File: src/rtl/serial_a_paralelo.sv
// Serial-to-parallel lane deserializer. Finds byte alignment on the COM symbol,
// locks after COM_COUNT aligned COMs, then emits each recovered byte MSB-first.
module serial_a_paralelo #(
    parameter logic [7:0]  COM_SYMBOL = 8'hBC,
    parameter int unsigned COM_COUNT  = 4
) (
    input  logic       clk32f,
    input  logic       reset,
    input  logic       in,
    output logic [7:0] out,
    output logic       out_valid,
    output logic       byte_strobe,
    output logic       active
);

    typedef enum logic [1:0] {
        StSearch,
        StCount,
        StActive
    } state_t;

    localparam logic [3:0] ComCountW = 4'(COM_COUNT);

    state_t     state_q, state_d;
    // Only the low 7 bits of the previous window survive into the next one.
    logic [6:0] sr_q, sr_d;
    logic [2:0] bc_q, bc_d;
    logic [3:0] com_cnt_q, com_cnt_d;
    logic [7:0] out_q, out_d;
    logic       out_valid_q, out_valid_d;
    logic       byte_strobe_q, byte_strobe_d;

    logic [7:0] nsr;
    logic       nsr_is_com;
    logic       boundary;

    assign nsr        = {sr_q, in};
    assign nsr_is_com = (nsr == COM_SYMBOL);
    assign boundary   = (bc_q == 3'd7);

    always_comb begin
        state_d       = state_q;
        sr_d          = nsr[6:0];
        bc_d          = bc_q + 3'd1;
        com_cnt_d     = com_cnt_q;
        out_d         = out_q;
        out_valid_d   = out_valid_q;
        byte_strobe_d = 1'b0;

        unique case (state_q)
            StSearch: begin
                // Bit-granular search; any match restarts alignment from here.
                bc_d = 3'd0;
                if (nsr_is_com) begin
                    com_cnt_d = 4'd1;
                    state_d   = (ComCountW == 4'd1) ? StActive : StCount;
                end
            end
            StCount: begin
                if (boundary) begin
                    if (nsr_is_com) begin
                        com_cnt_d = com_cnt_q + 4'd1;
                        if (com_cnt_q + 4'd1 == ComCountW) begin
                            state_d = StActive;
                        end
                    end else begin
                        com_cnt_d = 4'd0;
                        state_d   = StSearch;
                    end
                end
            end
            StActive: begin
                if (boundary) begin
                    out_d         = nsr;
                    out_valid_d   = !nsr_is_com;
                    byte_strobe_d = 1'b1;
                end
            end
            default: begin
                state_d = StSearch;
            end
        endcase
    end

    always_ff @(posedge clk32f or negedge reset) begin
        if (!reset) begin
            state_q       <= StSearch;
            sr_q          <= 7'd0;
            bc_q          <= 3'd0;
            com_cnt_q     <= 4'd0;
            out_q         <= 8'h00;
            out_valid_q   <= 1'b0;
            byte_strobe_q <= 1'b0;
        end else begin
            state_q       <= state_d;
            sr_q          <= sr_d;
            bc_q          <= bc_d;
            com_cnt_q     <= com_cnt_d;
            out_q         <= out_d;
            out_valid_q   <= out_valid_d;
            byte_strobe_q <= byte_strobe_d;
        end
    end

    assign out         = out_q;
    assign out_valid   = out_valid_q;
    assign byte_strobe = byte_strobe_q;
    assign active      = (state_q == StActive);

endmodule

File: config.mk
export PLATFORM = sky130hd
export DESIGN_NAME = serial_a_paralelo
export DESIGN_NICKNAME = d
export VERILOG_FILES = /design/src/rtl/serial_a_paralelo.sv
export SDC_FILE = /design/constraint.sdc
export NUM_CORES = 1
export LEC_CHECK = 0
export ABC_AREA = 1
export ABC_CLOCK_PERIOD_IN_PS = 2700
export BUFFER_PORTS_ARGS = -buffer_cell sky130_fd_sc_hd__clkbuf_2
export CORE_MARGIN = 2
export CORE_UTILIZATION = 50
export CTS_CLUSTER_DIAMETER = 200
export DETAILED_ROUTE_END_ITERATION = 16
export GPL_ROUTABILITY_DRIVEN = 0
export PLACE_DENSITY = 0.7
export SLEW_MARGIN = 20
export SYNTH_ARGS = -nofsm -noshare
export SYNTH_HDL_FRONTEND = slang
export SYNTH_SLANG_ARGS = --single-unit
File: constraint.sdc
create_clock -name clk32f -period 2.7 [get_ports clk32f]
set_input_delay 0.54 -clock clk32f [delete_from_list [all_inputs] [get_ports clk32f]]
set_output_delay 0.54 -clock clk32f [all_outputs]
set_load 0.01 [all_outputs]
Word level (Yosys, flattened, before mapping)
Index checks and enable logic that the tools add are counted.

Equal/unequal tests: 8. $add $sub $neg: 2. Bitwise operators: 1. Div/mod/pow operators: 0. Mux-type cells: 12. Reductions and logical operators: 6. Shift operators: 0. $mul: 0. $lt $le $gt $ge: 0.

Operator list (number): $mux 4 (3); $eq 8x8->1 const B (1); $mux 2 (4); $pmux 4 s2 (1); $pmux 2 s3 (1); $add 4x1->4 const B (1); $eq 4x3->1 const B (1); $ne 2x2->1 const B (2); $reduce_and 4->1 (1); $add 3x1->3 const B (1); $eq 3x3->1 const B (1); $mux 3 (1); $ne 3x3->1 const B (1); $reduce_and 3->1 (1); $eq 2x1->1 const B (1); $eq 2x2->1 const B (1); $logic_not 2->1 (1); $mux 1 (2); $reduce_and 2->1 (1); $reduce_bool 2->1 (1); $logic_not 1->1 (1); $not 1->1 (1).

Memory bits (read-only): 0. Output and inout port bits: 11. Memories kept: 0. Latch bits: 0. Memory bits (writable): 0. Register bits after elaboration: 26. Word-level logic and storage cells: 36.

Logic depth before layout (Yosys ltp)
Gate-level depths: netlist of run 1.

Depth in word-level cells: 6. Gate-level depth with buffers: 9. Gate-level depth less buffers: 9.

Least setup slack after synthesis of run 1
OpenSTA, ideal clock, no wires.

Kind: register to register. Start point: reg bc_q[0]. End point: reg out_q[1], in the netlist out[1]. Path buffers: 1. Arrival time: 1.250 ns. Setup slack: 1.376 ns. Clock period less this slack: 1.324 ns. Cell stages (with the launch flop): 9. Setup time: 0.074 ns. Cells stage by stage: dfrtp_1 > ha_1 > ha_1 > inv_1 > nor2_8 > inv_2 > buf_6 > nand2_1 > o21ai_2.

Cells in the longest elaborated chain, start to end: 2.

Ends and longest elaborated chain: from (decl) (RTL line 27) `logic [2:0] bc_q, bc_d;`; from (signal assigned) (RTL line 89) `bc_q <= 3'd0;`; from (signal assigned) (RTL line 97) `bc_q <= bc_d;`; $eq 3x3->1 (RTL line 39) `assign boundary = (bc_q == 3'd7);`; $reduce_and 2->1 (no line); to (signal assigned) (RTL line 99) `out_q <= out_d;`; to (decl) (RTL line 29) `logic [7:0] out_q, out_d;`.

Every way passes these cells. A chain may end at the register's enable or synchronous reset.

Worst setup path after layout of run 1
Start point: reg state_q[0]. End point: out active.

Cells in the longest elaborated chain, start to end: 1.

Ends and longest elaborated chain: from (decl) (RTL line 24) `state_t state_q, state_d;`; from (signal assigned) (RTL line 87) `state_q <= StSearch;`; from (signal assigned) (RTL line 95) `state_q <= state_d;`; $eq 2x2->1 (RTL line 108) `assign active = (state_q == StActive);`; to (decl) (RTL line 13) `output logic active`.

Every way passes these cells.

==> results.toml, run 1 <==
[clock_tree]
clk_pin_slew_ns = 0.14
clock-sinks = 26
numCtsBuffers = 3
cts-htree-levels = 1
cts_max_path_buffers = 2
cts_setup_buffers = 0
insertion_delay_ns = 0.32
ctsHoldBuffers = 0
cts_tree = "built"
cts-root-buf = "clkbuf_4"
cts_resized = 0

[setup_path]
cp_max_fo = 4
startpoint_type = "flop"
r2r_cells = 7
r2r_slack_ns = 1.23
arrival_ns = 1.04
end_kind = "output pin"
r2r_start = "bc_q[0]"
crit_required_ns = 2.16
reg2reg_to = "out[0]"
worstSetupPathType = "reg2out"

[sta]
period_needed_ns = 1.58
finalCritPeriodShare_pct = 58.6
setup_ws_ns = 1.12
skew_ns = 0.00734
setup_viol = 0
slew_headroom_pct = 57.9
finalMaxSlewViolations = 0
rsz0062_at_grt = "false"
hold_viol = 0
tightest_slew_ns = 0.631
fmax_mhz = 633
finalSetupTns_ns = 0

[global_route]
grt_max_degree = 27
antenna_found_initial = 0
grtUsageTotal_pct = 17.0
grt_first_pass_wirelength_um = 3250
gr-total-overflow = 0
first_global_vias = 744

[logic_synthesis]
netlist_area_um2 = 1120
postSynthCellCount = 121
yosysWarnings = 0
syn_avg_cell_area_um2 = 9.24
ys_seq_area_share_pct = 58.2
ys_types = 16
synth_nets = 128
ys_seq_elements = 26

[floorplan]
fp-row-count = 17
dieHeight_um = 51.3
io_pins = 14
initial_core_util_pct = 51.6
dieArea_um2 = 2630
dieWidth_um = 51.3
coreArea_um2 = 2170

[flow_run]
drv_cap = 0

[power_and_ir_drop]
power_frac_comb_pct = 4.5
p_switching_mw = 0.148
vdd_ir_drop_max_mv = 0.368
sw_frac_of_total_pct = 20.9
p_leak_nw = 0.690
power_mw = 0.708
seqPwrFrac_pct = 58.2
power.density_nw_per_um2 = 562
p_int_mw = 0.560
p_clk_share_pct = 37.3

[placed_design]
dp_worst_setup_slack_ns = 1.18
place_inst = 161
portBuffers = 13
dpl.hpwl_um = 1340

[route]
drc_errors = 0
drt.antenna.violating_nets = 0
drtPass1Iterations = 4
via_per_inst = 4.95
vias = 817
drt-total-wl_um = 1830
wl_per_cell_um = 11.1
drtIter0Drc = 20

[final_layout]
mostFrequentLayoutCell = "nand2_1"
nets = 145
fin_cells = 165
synthToLayoutAreaGrowth_pct = 12.6
drive_above_1_share_pct = 19.7
final_cell_mix = "42 x nand2_1, 26 x dfrtp_1, 13 x clkbuf_2"
diodes = 0
fill_cells = 208

[run_status]
status = "finished, final reports clean"

[worst_hold_path]
hold_class = "in2async"
-- Yosys cell counts (all sizes together) --
cell / n / area (µm²)
nor2: 14 / 76.3
nand2: 43 / 164
inv: 15 / 56.3
ha: 4 / 50.1
nand3b: 1 / 7.51
nand4: 1 / 6.26
buf: 1 / 11.3
nand3: 9 / 50.1
o21ai: 7 / 46.3
dfrtp: 26 / 651
-- power groups by stage --
stage,registers [mW],logic [mW],clock network [mW]
global route,0.414,0.0381,0.281
floorplan,0.417,0.0191,0
CTS,0.412,0.0328,0.274
global placement,0.419,0.0321,0
detailed placement,0.420,0.0327,0
finish,0.412,0.0317,0.264
-- logic make-up after synthesis --
group                    synth area share, %
AND/OR/NAND/NOR                         27.2
buffers and inverters                   6.04
flip-flops                              58.2
adder cells (fa/ha/maj)                 4.47
AO/OA/AOI/OAI                           4.14
-- registers in the layout, indices dropped and copies added (netlist names) --
signal       cells
state_q          2
out              8
sr_q             7
byte_strobe      1
com_cnt_q        4
bc_q             3
out_valid        1
-- worst max path at each step --
stage	cells past startpoint	endpoint	from	slack [ns]
finish	2	active	state_q[0]	1.12
global route	2	active	state_q[0]	1.06
CTS	2	active	state_q[0]	1.10
detailed placement	9	state_q[1]	in	1.18
global placement	8	com_cnt_q[2]	in	1.24
floorplan	8	out[1]	bc_q[0]	1.38
-- per-stage QoR --
step	hold slack, ns	instance area (µm²)	utilization, %
global route	0.246	1260	58.1
floorplan	0.244	1120	-
detailed placement	0.371	1210	55.7
global placement	0.358	1210	55.7
CTS	0.224	1260	58.1
finish	0.204	1260	58.1
-- layer usage --
layer  part of all wire, %  vias up  routed length, µm  track usage, %
met1                    46      389                841            23.0
met5                     0        -                  0               0
met4                   1.7        0                 32            7.89
li1                      -      404                  -               -
met3                   3.9        4                 72            3.51
met2                    48       20                886            26.2
-- worst max-delay path, stage by stage (launching register included) --
cell and delay (ns):
dfrtp_1 0.46, nor2_4 0.14, clkbuf_2 0.13
-- final cells by class --
type	instances	area [µm²]	area share (%)
Multi-Input combinational cell	79	400	31.8
Clock buffer	3	22.5	1.79
Timing Repair Buffer	13	65.1	5.16
Tap cell	28	35.0	2.78
Sequential cell	26	651	51.6
Inverter	15	56.3	4.47
Clock inverter	1	30.0	2.38
No activity file was read; power rests on OpenSTA's default activity.
==> run 2: changes to the inputs <==
- ABC_CLOCK_PERIOD_IN_PS: 2700 -> 1290
- CORE_UTILIZATION: 50 -> 49
- PLACE_DENSITY: 0.7 -> 0.72
- clock period: 2.7 -> 1.29 ns (I/O delays scaled with it)
==> run 2 against run 1 <==
Net effect:
- count of clock-buffer cells in the layout unchanged
- critical path depth increased by 5
- die area increased by 1.9%
- core utilization increased by 10 points
- clock power increased by 110%
- first-iteration DRC count decreased by 40%
- worst hold slack got worse by 0.16 ns
- total power increased by 120%
==> results.toml, run 2 (same netlist as run 1, synthesis figures left out) <==
[route]
drtIter0Drc = 12
drt.antenna.violating_nets = 0
via_per_inst = 4.95
wl_per_cell_um = 13.1
drc_errors = 0
drtPass1Iterations = 4
drt-total-wl_um = 2360
vias = 891

[power_and_ir_drop]
p_int_mw = 1.21
p_leak_nw = 0.775
p_switching_mw = 0.337
vdd_ir_drop_max_mv = 0.893
p_clk_share_pct = 35.8
power.density_nw_per_um2 = 1030
sw_frac_of_total_pct = 21.8
power_frac_comb_pct = 8.5
seqPwrFrac_pct = 55.8
power_mw = 1.55

[clock_tree]
cts_tree = "built"
cts-root-buf = "clkbuf_4"
cts-htree-levels = 1
numCtsBuffers = 3
clock-sinks = 26
clk_pin_slew_ns = 0.14
insertion_delay_ns = 0.32
cts_max_path_buffers = 2

[setup_path]
arrival_ns = 1.52
cp_top_family = "flip-flops"
cp_slowest_stage_delay_ns = 0.44
end_kind = "flop"
crit_required_ns = 1.52
worstSetupPathType = "reg2reg"
cp_max_fo = 5
crit_buf_inv = 3
startpoint_type = "flop"
path_cells = "buf_4, nand2_1, inv_2, nand2_2, buf_4, nand3_1, nand2_1"
critPathSlowestCell = "dfrtp_1"

[floorplan]
fp-row-count = 17
coreArea_um2 = 2190
dieHeight_um = 51.8
io_pins = 14
initial_core_util_pct = 51.1
dieWidth_um = 51.8
dieArea_um2 = 2680

[worst_hold_path]
hold_class = "in2reg"

[run_status]
status = "finished, final reports clean"

[placed_design]
dpl.hpwl_um = 1540
place_area_um2 = 1280
portBuffers = 13

[sta]
rsz0062_at_grt = "true"
tightest_slew_ns = 0.336
setup_viol = 0
slew_headroom_pct = 77.6
period_needed_ns = 1.29
fmax_mhz = 776
hold_viol = 0
finalMaxSlewViolations = 0
finalCritPeriodShare_pct = 99.8
skew_ns = 0.00679

[global_route]
first_global_vias = 826
grt_max_degree = 16
grtUsageTotal_pct = 18.4
gr-total-overflow = 0
grt_first_pass_wirelength_um = 3540
antenna_found_initial = 0

[final_layout]
diodes = 0
final_cell_mix = "38 x nand2_1, 25 x dfrtp_1, 12 x clkbuf_2"
nets = 160
largest_reg_flops = 8
synthToLayoutAreaGrowth_pct = 34.0
fill_cells = 166
mostFrequentLayoutCell = "nand2_1"
stdcell_area_um2 = 1500
drive_above_1_share_pct = 39.5

[flow_run]
drv_cap = 0
-- run 2: path summary, 6_finish.rpt --
| check | from | to | slack, ns | depth (start not counted) |
|---|---|---|---|---|
| min in group asynchronous | reset | sr_q[1] | 0.34 | 2 |
| min | in | sr_q[0] | 0.04 | 1 |
| max in group asynchronous | reset | com_cnt_q[1] | 0.56 | 3 |
| max | state_q[0] | com_cnt_q[1] | 0.002 | 7 |
| max reg2reg | state_q[0] | com_cnt_q[1] | 0.002 | 7 |
| min reg2reg | sr_q[5] | sr_q[6] | 0.40 | 0 |
-- run 2: stage by stage --
stage          TNS [ns]  std cells  hold slack [ns]  worst slack, ns  util, %
6_report              0        180           0.0447          0.00215     68.4
3_3_place_gp    -0.0319        169            0.167          -0.0105     58.4
3_5_place_dp     -0.594        169            0.174          -0.0874     58.4
2_1_floorplan         0        121          -0.0376           0.0197        -
5_1_grt          -0.385        180           0.0229          -0.0993     68.4
4_1_cts         -0.0329        175           0.0369          -0.0104     61.9
-- run 2: power groups by stage --
stage | clock network, mW | logic [mW] | registers [mW]
floorplan | 0 | 0.0399 | 0.873
global placement | 0 | 0.0875 | 0.874
detailed placement | 0 | 0.0914 | 0.876
CTS | 0.572 | 0.102 | 0.859
global route | 0.604 | 0.144 | 0.866
finish | 0.553 | 0.131 | 0.863
-- run 2: repair_timing --
action	4_1_cts	5_1_grt
setup buffers	1	5
hold buffers	1	0
endpoints found under the hold margin	12	0
setup endpoints to repair	13	16
pin swaps	0	6
gates resized for setup	2	32
-- run 2: metal layers --
layer | up-vias | wire, µm | GRT usage, %
li1 | 439 | - | -
met1 | 431 | 981 | 22.6
met2 | 17 | 1290 | 32.1
met3 | 4 | 62 | 2.59
met4 | 0 | 27 | 7.89
met5 | - | 0 | 0
-- run 2: area by class of cell --
type / instances / area [µm²] / share of cell area, %
clock buffer: 3 / 22.5 / 1.50
tap: 28 / 35.0 / 2.34
timing repair buffer: 28 / 206 / 13.8
inverter: 15 / 63.8 / 4.26
multi-input combinational: 79 / 489 / 32.6
clock inverter: 1 / 30.0 / 2.00
sequential: 26 / 652 / 43.5
-- run 2: worst reg2reg max path, delay by kind of cell, from the launching register on --
kind                   cells  cell delay (ns)
buffers and inverters      3             0.43
and+or+nand+nor            4             0.34
DFF                        1             0.44
==> run 3: changes to the inputs <==
- PLACE_DENSITY: 0.72 -> 0.75
- TNS_END_PERCENT: default -> 30
==> run 3 against run 2 <==
Net effect:
- worst hold slack improved by 0.0077 ns
- die area did not move
- total power fell by 0.65%
- core utilization fell by 2.7 points
- final cell count fell by 1.7%
- register-to-register slack improved by 0.04 ns
- clock skew fell by 0.0022 ns
- critical path depth fell by 5
- non-clock buffer count fell by 3
- first-iteration DRC count fell by 58%
- sequential share of layout area rose by 1.7 points
- critical path type is now reg2out
- highest routed layer unchanged
==> results.toml, run 3 (same netlist as run 1, synthesis figures left out) <==
[run_status]
status = "finished, final reports clean"

[global_route]
antenna_found_initial = 0
grtUsageMet3_pct = 3.45
first_global_vias = 755
gr-total-overflow = 0
met2_usage_pct = 27.8
globalRouteMet1Util_pct = 23.0
grt_busiest_layer = "met2"
grtUsageTotal_pct = 17.8
grt_max_degree = 27
grt_first_pass_wirelength_um = 3380

[route]
drt.antenna.violating_nets = 0
vias = 836
drt-total-wl_um = 2130
drtIter0Drc = 5
via_per_inst = 4.72
drc_errors = 0
wl_per_cell_um = 12.0
drtPass1Iterations = 4

[sta]
period_needed_ns = 1.27
finalCritPeriodShare_pct = 98.3
rsz0062_at_grt = "true"
setup_viol = 0
skew_ns = 0.00455
slew_headroom_pct = 58.5
setup_ws_ns = 0.0223
hold_viol = 0
tightest_slew_ns = 0.623
finalMaxSlewViolations = 0
fmax_mhz = 789

[placed_design]
dp_worst_setup_slack_ns = -0.0809
dpl.hpwl_um = 1360
place_inst = 167
portBuffers = 13

[final_layout]
largest_reg_flops = 8
synthToLayoutAreaGrowth_pct = 28.7
mostFrequentLayoutCell = "nand2_1"
utilization_pct = 65.7
nets = 157
diodes = 0
final_cell_mix = "39 x nand2_1, 26 x dfrtp_1, 12 x clkbuf_2"
drive_above_1_share_pct = 34.9
fin_cells = 177

[setup_path]
r2r_cells = 7
arrival_ns = 1.01
r2r_slack_ns = 0.04
startpoint_type = "flop"
worstSetupPathType = "reg2out"
end_kind = "output pin"
cp_max_fo = 2
crit_required_ns = 1.03
reg2reg_to = "out[0]"
r2r_start = "bc_q[0]"

[clock_tree]
clk_pin_slew_ns = 0.14
numCtsBuffers = 3
insertion_delay_ns = 0.32
cts-root-buf = "clkbuf_4"
cts_max_path_buffers = 2
clock-sinks = 26
cts_tree = "built"
cts-htree-levels = 1

[floorplan]
fp-row-count = 17
initial_core_util_pct = 51.1
dieWidth_um = 51.8
io_pins = 14
dieArea_um2 = 2680
coreArea_um2 = 2190
dieHeight_um = 51.8

[power_and_ir_drop]
power_mw = 1.54
power.density_nw_per_um2 = 1070
p_leak_nw = 0.748
vdd_ir_drop_max_mv = 0.857

[worst_hold_path]
hold_class = "in2reg"
hold_end = "sr_q[0]"
hold_start = "in"
hold_path_depth = 1

[flow_run]
drv_cap = 0
[run 3: repair_timing]
item | 4_1_cts | 5_1_grt
gates resized for setup | 4 | 22
hold buffers | 1 | 0
buffers inserted | 2 | 3
setup endpoints to repair | 11 | 16
hold endpoints to repair | 26 | 0
pin swaps | 1 | 5
[run 3: worst max path at each step]
stage	endpoint	startpoint	slack (ns)	cells past startpoint
finish	active	state_q[0]	0.02	2
global placement	out[1]	bc_q[0]	-0.01	7
floorplan	out[1]	bc_q[0]	0.02	8
CTS	out[4]	bc_q[0]	0.0002	7
global route	state_q[0]	com_cnt_q[1]	-0.07	8
detailed placement	out[0]	bc_q[0]	-0.08	7
[run 3: cell type report]
type | instances | area [µm²]
clock buffer | 3 | 22.5
inverter | 15 | 61.3
fill | 179 | 751
sequential | 26 | 651
timing repair buffer | 25 | 168
multi-input combinational | 79 | 473
clock inverter | 1 | 30.0
tap | 28 | 35.0
[run 3: critical path, stage by stage (launching register included)]
cell	delay, ns
dfrtp_1	0.44
nor2_4	0.14
buf_6	0.11
[run 3: report_power, final]
part	total (mW)	internal (mW)	switching [mW]
clock network	0.551	0.314	0.237
logic	0.123	0.0508	0.0725
registers	0.862	0.840	0.0221
total	1.54	1.20	0.332
[run 3: layer usage]
metal	up-vias	routed length (µm)	part of all wire, %
met5	-	0	0
met4	0	83	3.9
met3	8	61	2.9
met2	17	1040	49
met1	381	944	44
li1	430	-	-
[run 3: per-stage QoR]
| step | hold WS, ns | area, µm² | TNS [ns] |
|---|---|---|---|
| floorplan | -0.0376 | 1120 | 0 |
| global placement | 0.289 | 1250 | -0.0282 |
| detailed placement | 0.306 | 1250 | -0.437 |
| CTS | 0.0439 | 1350 | 0 |
| global route | 0.0395 | 1440 | -0.162 |
| finish | 0.0524 | 1440 | 0 |
